[config.mk]
export PLATFORM = sky130hd
export DESIGN_NAME = alu_ctrl_mc
export DESIGN_NICKNAME = d
export VERILOG_FILES = /design/src/rtl/alu_ctrl_mc.sv
export SDC_FILE = /design/constraint.sdc
export NUM_CORES = 1
export LEC_CHECK = 0
export ABC_AREA = 1
export CAP_MARGIN = 25
export CORE_MARGIN = 2
export CORE_UTILIZATION = 40
export DETAILED_ROUTE_END_ITERATION = 8
export GPL_ROUTABILITY_DRIVEN = 0
export GPL_TIMING_DRIVEN = 1
export PLACE_DENSITY = 0.67
export SYNTH_ARGS = -nofsm -noshare
export SYNTH_HDL_FRONTEND = slang
export SYNTH_SLANG_ARGS = --single-unit
[constraint.sdc]
create_clock -name clk_i -period 3.7 [get_ports clk_i]
set_input_delay 0.74 -clock clk_i [delete_from_list [all_inputs] [get_ports clk_i]]
set_output_delay 0.74 -clock clk_i [all_outputs]
set_load 0.005 [all_outputs]
[src/rtl/alu_ctrl_mc.sv]
// ALU control decoder with a multi-cycle multiply path.
// Non-mul ops complete in one cycle; mul holds the block busy for MUL_LAT-1 cycles.
module alu_ctrl_mc #(
    parameter int unsigned MUL_LAT    = 3,    // legal range 1..16
    parameter bit          ENABLE_MUL = 1'b1
) (
    input  logic       clk_i,
    input  logic       rst_i,
    input  logic       valid_i,
    input  logic       flush_i,
    input  logic [9:0] funct_i,
    input  logic [1:0] ALUOp_i,
    output logic [3:0] ALUCtrl_o,
    output logic       ctrl_valid_o,
    output logic       stall_o,
    output logic       illegal_o
);

    typedef enum logic {IDLE, MUL} state_t;

    localparam logic [4:0] MUL_CNT_INIT = 5'(MUL_LAT - 1);
    localparam bit         MUL_MULTI    = (MUL_LAT > 1);

    state_t     state_q, state_d;
    logic [4:0] cnt_q, cnt_d;
    logic [3:0] ctrl_q, ctrl_d;
    logic       vld_q, vld_d;
    logic       ill_q, ill_d;

    logic [3:0] dec_code;
    logic       dec_illegal;
    logic       dec_mul;

    always_comb begin
        dec_code    = '0;
        dec_illegal = 1'b1;
        dec_mul     = 1'b0;
        case (ALUOp_i)
            2'b00: begin
                case (funct_i[2:0])
                    3'b000:  begin dec_code = 4'd6; dec_illegal = 1'b0; end
                    3'b101:  begin dec_code = 4'd7; dec_illegal = 1'b0; end
                    3'b010:  begin dec_code = 4'd8; dec_illegal = 1'b0; end
                    default: ;
                endcase
            end
            2'b01: begin
                if (funct_i[2:0] == 3'b000) begin
                    dec_code    = 4'd9;
                    dec_illegal = 1'b0;
                end
            end
            2'b10: begin
                case (funct_i)
                    10'b0000000111: begin dec_code = 4'd0; dec_illegal = 1'b0; end
                    10'b0000000100: begin dec_code = 4'd1; dec_illegal = 1'b0; end
                    10'b0000000001: begin dec_code = 4'd2; dec_illegal = 1'b0; end
                    10'b0000000000: begin dec_code = 4'd3; dec_illegal = 1'b0; end
                    10'b0100000000: begin dec_code = 4'd4; dec_illegal = 1'b0; end
                    10'b0000001000: begin
                        if (ENABLE_MUL) begin
                            dec_code    = 4'd5;
                            dec_illegal = 1'b0;
                            dec_mul     = 1'b1;
                        end
                    end
                    default: ;
                endcase
            end
            default: ;
        endcase
    end

    always_comb begin
        state_d = state_q;
        cnt_d   = cnt_q;
        ctrl_d  = ctrl_q;
        vld_d   = 1'b0;
        ill_d   = 1'b0;
        if (flush_i) begin
            state_d = IDLE;
            cnt_d   = '0;
            ctrl_d  = '0;
        end else begin
            case (state_q)
                IDLE: begin
                    if (valid_i) begin
                        ctrl_d = dec_code;
                        if (dec_mul && MUL_MULTI) begin
                            state_d = MUL;
                            cnt_d   = MUL_CNT_INIT;
                        end else begin
                            vld_d = 1'b1;
                            ill_d = dec_illegal;
                        end
                    end
                end
                MUL: begin
                    // ALUCtrl stays at the mul code; result is due after the last count
                    cnt_d = cnt_q - 5'd1;
                    if (cnt_q == 5'd1) begin
                        state_d = IDLE;
                        vld_d   = 1'b1;
                    end
                end
                default: state_d = IDLE;
            endcase
        end
    end

    always_ff @(posedge clk_i) begin
        if (rst_i) begin
            state_q <= IDLE;
            cnt_q   <= '0;
            ctrl_q  <= '0;
            vld_q   <= 1'b0;
            ill_q   <= 1'b0;
        end else begin
            state_q <= state_d;
            cnt_q   <= cnt_d;
            ctrl_q  <= ctrl_d;
            vld_q   <= vld_d;
            ill_q   <= ill_d;
        end
    end

    assign ALUCtrl_o    = ctrl_q;
    assign ctrl_valid_o = vld_q;
    assign illegal_o    = ill_q;
    assign stall_o      = (state_q == MUL);

endmodule

After elaboration in Yosys (flattened, before gate mapping)
Cells that the tools add are included.

word-level totals
  register bits = 12
  input port bits = 16
  output and inout port bits = 7
  logic and storage cells = 50

operators by class
  add/subtract/negate cells = 1
  equal/unequal tests = 12
  muxes and demuxes = 21
  bitwise operators = 2
  reduce and logical (&&, ||, !) cells = 9

operator list
  cell                 count
  $pmux 4 s3           2
  $eq 10x3->1 const B  2
  $pmux 3 s5           1
  $mux 1               11
  $eq 10x1->1 const B  1
  $eq 10x4->1 const B  1
  $eq 10x9->1 const B  1
  $logic_not 10->1     1
  $mux 5               2
  $pmux 5 s2           1
  $reduce_or 6->1      1
  $eq 5x1->1 const B   1
  $reduce_or 5->1      1
  $sub 5x1->5 const B  1
  $mux 4               1
  $ne 2x2->1 const B   2
  $pmux 1 s2           2
  $reduce_and 2->1     2
  $eq 3x2->1 const B   1
  $eq 3x3->1 const B   1
  $logic_not 3->1      1
  $pmux 1 s3           1
  $reduce_or 3->1      1
  $eq 2x1->1 const B   1
  other kinds (4)      5

Logic depth before layout (Yosys ltp)
Gate-level depths: netlist of run 1.

  depth after elaboration = 6
  mapped depth = 8
  depth with buffers taken out = 8

Worst setup path after synthesis of run 1
No wires, ideal clock.

  path type = in2reg
  start point = input funct_i[7]
  end point = register cnt_q[2]
  library setup time = 122 ps
  arrival = 1358 ps
  data required time = 3578 ps
  setup slack = 2219 ps
  stages = 6
  buffers on the path = 0
  cells stage by stage = nor2_1 -> nand2_1 -> nor2_4 -> nand4_1 -> nand3_1 -> a21oi_1

on the way
  cells in the longest elaborated chain, start to end = 5

RTL lines
  what                               RTL line  RTL
  start: declaration                 11        input logic [9:0] funct_i,
  $eq 10x4->1                        54        case (funct_i)
  $mux 1                             54
  $mux 1                             38        case (ALUOp_i)
  $ne 2x2->1 (no source line)        n/a
  $reduce_and 2->1 (no source line)  n/a
  end signal: assignment             120       cnt_q <= cnt_d;
  end: declaration                   25        logic [4:0] cnt_q, cnt_d;

Every way passes these cells.
A chain may end at the register's enable or synchronous reset.

Worst setup path in the final report of run 1
  start point = register state_q, in the netlist stall_o
  end point = output stall_o

RTL lines
  what                      RTL line  RTL
  start: declaration        24        state_t state_q, state_d;
  start signal: assignment  119       state_q <= state_d;
  end: declaration          15        output logic stall_o,

No word-level cell between the ends.

==> qor.yml, run 1 <==
die_h_um: 49.4
crit_path_end_kind: "output pin"
slew_viol_final: 0
antenna_cells: 0
wire_per_inst_um: 9.70
cts_root_buffer: "clkbuf_4"
cts_buffers: 3
ys_seq_area_share_pct: 29.1
utilization_pct: 55.5
grt_usage_pct: 15.9
cts.clk_slew.worst_paths_ns: 0.06
async_flop_share_pct: 0
hp-class: "register to register"
synth_edf_count: 0
clkPwrFrac_pct: 29.7
top_usage_layer: "met2"
cts_num_sinks: 12
drtPass1Iterations: 4
cts.repair.resized: 0
seqCellArea_um2: 240
critPathMaxFanout: 9
finalSetupViolCount: 0
synth_nets: 143
nets: 169
cp.arrival_ns: 1.41
cts_tree: "yes"
startpoint_type: "register"
vias_per_cell: 4.68
worst_pin_slew_ns: 0.401
syn_area_um2: 825
ys_types: 23
grt_pass1_vias: 762
vias: 823
io_pins: 23
synth_area_per_cell_um2: 6.60
ant_nets: 0
rows: 16
final_area_mm2: 0.00109
initial_core_util_pct: 42.0
hold_viol_final: 0
seqPwrFrac_pct: 51.2
cts_max_level: 1
numPortBuffers: 22
p_int_w: 0.000193
placed_area_mm2: 0.00107
period_needed_ns: 2.15
drt_iter0_markers: 10
max_slew_margin_pct: 73.2
combPwrFrac_pct: 19.1
status: "completed"
areaGrowthSynthToFinish_pct: 32.2
fin_crit_sh_pct: 58.2
multi_input_area_um2: 498
dp_hpwl_um: 1390
synth_seq_cells: 12
p_total_w: 0.000258
coreArea_mm2: 0.00196
hold_ws_ns: 0.484
clock_latency_ns: 0.27
max_cap_viol_count: 0
wl_um: 1710
rsz0062_at_grt: "no"
p_sw_share_pct: 24.9
cp_slowest_cell: "clkdlybuf4s50_1"
synthCells: 125
overflow: 0
cts_setup_buffers: 0
worstPathRequired_ns: 2.96
cts_hold_buf: 0
met3_usage_pct: 7.06
die-area_mm2: 0.00244
die_w_um: 49.4
maxClockFrequency_ghz: 0.465
crit_family: "buffers and inverters"
cp_cell_sequence: "clkdlybuf4s50_1"
synth_flop_cell: "dfxtp_1"
grt_max_degree: 10
finalSetupTns_ns: 0
max_stage_delay_ns: 0.58
critical_path_class: "register to output pin"
yosys_warnings: 0
fillCellCount: 208
power_switching_w: 0.0000642
antenna_found_initial: 0
grt_use_met1_pct: 20.7
grt_pass1_wl_um: 3040
grt_util_met2_pct: 25.2
remaining_drc_errors: 0
power_density_mw_per_mm2: 236
crit_buf_inv: 1
clk_path_buf_depth: 2
leakagePower_nw: 0.445
drive_gt1_share_pct: 12.8
fin_skew_ns: 0.00207
ir_worst_vdd_mv: 0.201
## kinds of logic (layout without fill, tap and decap cells)
kind of cell / after synthesis / count (layout) / share of synthesized area, %
AOI/OAI and AO/OA: 19 / 19 / 12.3
DFF: 12 / 12 / 29.1
and+or+nand+nor: 71 / 71 / 45.1
adders and majority gates: 2 / 2 / 3.03
buffers and inverters: 21 / 45 / 10.5
## final timing paths
path,startpoint,to,slack [ns],cells after the start
hold reg to reg,ALUCtrl_o[0],ALUCtrl_o[0],0.48,2
setup / recovery,stall_o,stall_o,1.55,1
hold / removal,ALUCtrl_o[0],ALUCtrl_o[0],0.48,2
setup reg to reg,cnt_q[0],cnt_q[4],2.42,7
## layout by cell type, fill, tap and decap left out, types with 2 or more instances in the layout
master | synthesis | final
a21oi_1 | 10 | 10
clkbuf_4 | 0 | 3
clkdlybuf4s50_1 | 0 | 22
dfxtp_1 | 12 | 12
ha_1 | 2 | 2
inv_1 | 18 | 18
inv_2 | 2 | 2
nand2_1 | 24 | 24
nand3_1 | 10 | 10
nand3_2 | 3 | 3
nand4_1 | 2 | 2
nor2_1 | 16 | 16
nor2_2 | 2 | 2
nor2_4 | 4 | 4
nor3_1 | 5 | 5
o21ai_0 | 6 | 6
## synthesized netlist by cell type (2+ instances only)
| master | number | area (um2) |
|---|---|---|
| ha_1 | 2 | 25.0 |
| nor2_2 | 2 | 12.5 |
| nand2_1 | 24 | 90.1 |
| nand3_2 | 3 | 30.0 |
| a21oi_1 | 10 | 50.1 |
| nand3_1 | 10 | 50.1 |
| nor2_1 | 16 | 60.1 |
| nand4_1 | 2 | 12.5 |
| o21ai_0 | 6 | 30.0 |
| nor3_1 | 5 | 25.0 |
| inv_1 | 18 | 67.6 |
| dfxtp_1 | 12 | 240 |
| inv_2 | 2 | 7.51 |
| nor2_4 | 4 | 45.0 |
## power by group through the flow
stage          logic [W]  clock network, W  registers [W]
4_1_cts        0.0000493         0.0000789       0.000132
3_3_place_gp   0.0000482                 0       0.000135
3_5_place_dp   0.0000488                 0       0.000135
5_1_grt        0.0000553         0.0000830       0.000132
6_report       0.0000491         0.0000766       0.000132
2_1_floorplan  0.0000222                 0       0.000135
## sequential cells by signal, summed over array words and instances (netlist names)
signal and count:
stall_o 1, cnt_q 5, ALUCtrl_o 4, illegal_o 1, ctrl_valid_o 1
## through the flow
stage	setup slack (ns)	instances
floorplan	2.22	125
global placement	1.63	173
detailed placement	1.62	173
CTS	1.54	176
global route	1.48	176
finish	1.55	176
## metal layers
| layer | vias to the layer above | part of all wire (%) |
|---|---|---|
| met4 | 0 | 0 |
| met5 | - | 0 |
| met2 | 13 | 45 |
| met1 | 357 | 50 |
| met3 | 0 | 5.4 |
| li1 | 453 | - |
## area by class of cell
| cell class | instances | share of cell area, % |
|---|---|---|
| Tap cell | 27 | 3.10 |
| Multi-Input combinational cell | 92 | 45.7 |
| Clock buffer | 3 | 2.07 |
| Timing Repair Buffer | 22 | 20.2 |
| Inverter | 20 | 6.89 |
| Sequential cell | 12 | 22.0 |
(Power assumes the default switching activity.)
==> inputs of run 2 (changes only) <==
Settings changed: PLACE_DENSITY 0.67 to 0.69.
Clock period 3.7 ns to 1.9 ns, I/O delays scaled along.
==> run 2 against run 1 <==
- global-route usage is 1.1 points higher
- clock power increased to 2.6 times the previous value
- clock-buffer cell count increased by 1
- via count is 3.8% higher
- sequential share of layout area down 0.42 points
- critical path type unchanged
- wire length up 8.0%
- clock skew down 0.00062 ns
- cell count rose by 1.1%
- combinational power up 100%
==> qor.yml, run 2 (synthesized netlist as in run 1, its figures left out) <==
cts_tree: "yes"
grt_max_degree: 10
fin_skew_ns: 0.00145
numPortBuffers: 22
crit_buf_inv: 1
grt_pass1_wl_um: 3380
clk_path_buf_depth: 2
hold_viol_final: 0
crit_path_end_kind: "output pin"
antenna_found_initial: 0
slew_viol_final: 0
placed_cells: 174
max_slew_margin_pct: 73.3
utilization_pct: 56.6
cp.arrival_ns: 1.42
areaGrowthSynthToFinish_pct: 34.8
cp_cell_sequence: "clkdlybuf4s50_1"
registers.top_by_ff_count: "cnt_q"
r2r_slack_ns: 0.60
finalSetupViolCount: 0
io_pins: 23
period_needed_ns: 1.80
hold_ws_ns: 0.487
r2r-end: "cnt_q[4]"
wl_um: 1850
ir_worst_vdd_mv: 0.325
vias_per_cell: 4.80
dp_hpwl_um: 1550
clock_latency_ns: 0.26
fin_crit_sh_pct: 94.5
power_density_mw_per_mm2: 501
drive_gt1_share_pct: 13.9
cts_buffers: 3
critical_path_class: "register to output pin"
worst_pin_slew_ns: 0.400
max_stage_delay_ns: 0.58
fin_cells: 178
ant_nets: 0
max_cap_viol_count: 0
final_cell_mix: "nand2_1, clkdlybuf4s50_1, inv_1"
rsz0062_at_grt: "no"
leakagePower_nw: 0.457
cp_slowest_cell: "clkdlybuf4s50_1"
rows: 16
wire_per_inst_um: 10.4
r2r-start: "cnt_q[0]"
vias: 854
grt_pass1_vias: 828
initial_core_util_pct: 42.0
startpoint_type: "register"
coreArea_mm2: 0.00196
hold_start: "ALUCtrl_o[0]"
final_common_cell: "nand2_1"
cts_num_sinks: 12
cts_hold_buf: 0
overflow: 0
whs_endpoint: "ALUCtrl_o[0]"
r2r_cells: 7
drtPass1Iterations: 4
crit_family: "buffers and inverters"
cts_root_buffer: "clkbuf_4"
cts.repair.resized: 0
cts.clk_slew.worst_paths_ns: 0.08
cts_max_level: 1
drt_iter0_markers: 18
hp-class: "register to register"
largest_reg_flops: 5
die-area_mm2: 0.00244
finalSetupTns_ns: 0
cts_setup_buffers: 0
die_w_um: 49.4
hold_depth: 2
worstPathRequired_ns: 1.52
die_h_um: 49.4
antenna_cells: 0
grt_usage_pct: 17.0
remaining_drc_errors: 0
nets: 170
maxClockFrequency_ghz: 0.557
critPathMaxFanout: 9
status: "completed"
==> run 2: cell types whose count changed in the layout (fill, tap and decap cells not counted) <==
cell	before	now
buf_4	0	1
clkbuf_8	0	1
==> run 2: area by class of cell <==
| type | instances | area (um2) |
|---|---|---|
| inverter | 20 | 75.1 |
| multi-input combinational | 92 | 498 |
| clock buffer | 4 | 36.3 |
| sequential | 12 | 240 |
| fill | 220 | 851 |
| tap | 27 | 33.8 |
| timing repair buffer | 23 | 228 |
==> run 2: how the worst max path moves through the flow <==
stage / startpoint / end / slack, ns / depth (start not counted)
3_3_place_gp: funct_i[1] / cnt_q[3] / 0.21 / 7
4_1_cts: stall_o / stall_o / 0.09 / 1
2_1_floorplan: cnt_q[0] / cnt_q[4] / 0.75 / 7
6_report: stall_o / stall_o / 0.10 / 1
5_1_grt: stall_o / stall_o / 0.03 / 1
3_5_place_dp: funct_i[1] / cnt_q[4] / 0.15 / 7
==> run 2: stage by stage <==
stage          area, um2  setup slack [ns]  power [W]
2_1_floorplan        825             0.751   0.000306
3_3_place_gp        1070             0.212   0.000359
3_5_place_dp        1070             0.147   0.000361
4_1_cts             1110            0.0885   0.000562
5_1_grt             1110            0.0281   0.000586
6_report            1110             0.104   0.000556
==> run 2: routing by layer <==
| metal | track usage (%) | vias up | share of wire (%) |
|---|---|---|---|
| met5 | 0 | - | 0 |
| met1 | 21.8 | 379 | 48 |
| met3 | 3.07 | 4 | 3.0 |
| met4 | 2.78 | 0 | 0.92 |
| li1 | - | 455 | - |
| met2 | 30.0 | 16 | 48 |
==> run 2: power by group <==
group          switching, W  internal (W)  leakage [nW]   total, W
Sequential       0.00000169      0.000255        0.0972   0.000257
Combinational     0.0000491     0.0000496         0.339  0.0000986
Clock             0.0000847      0.000116        0.0210   0.000201
Total              0.000135      0.000421         0.457   0.000556
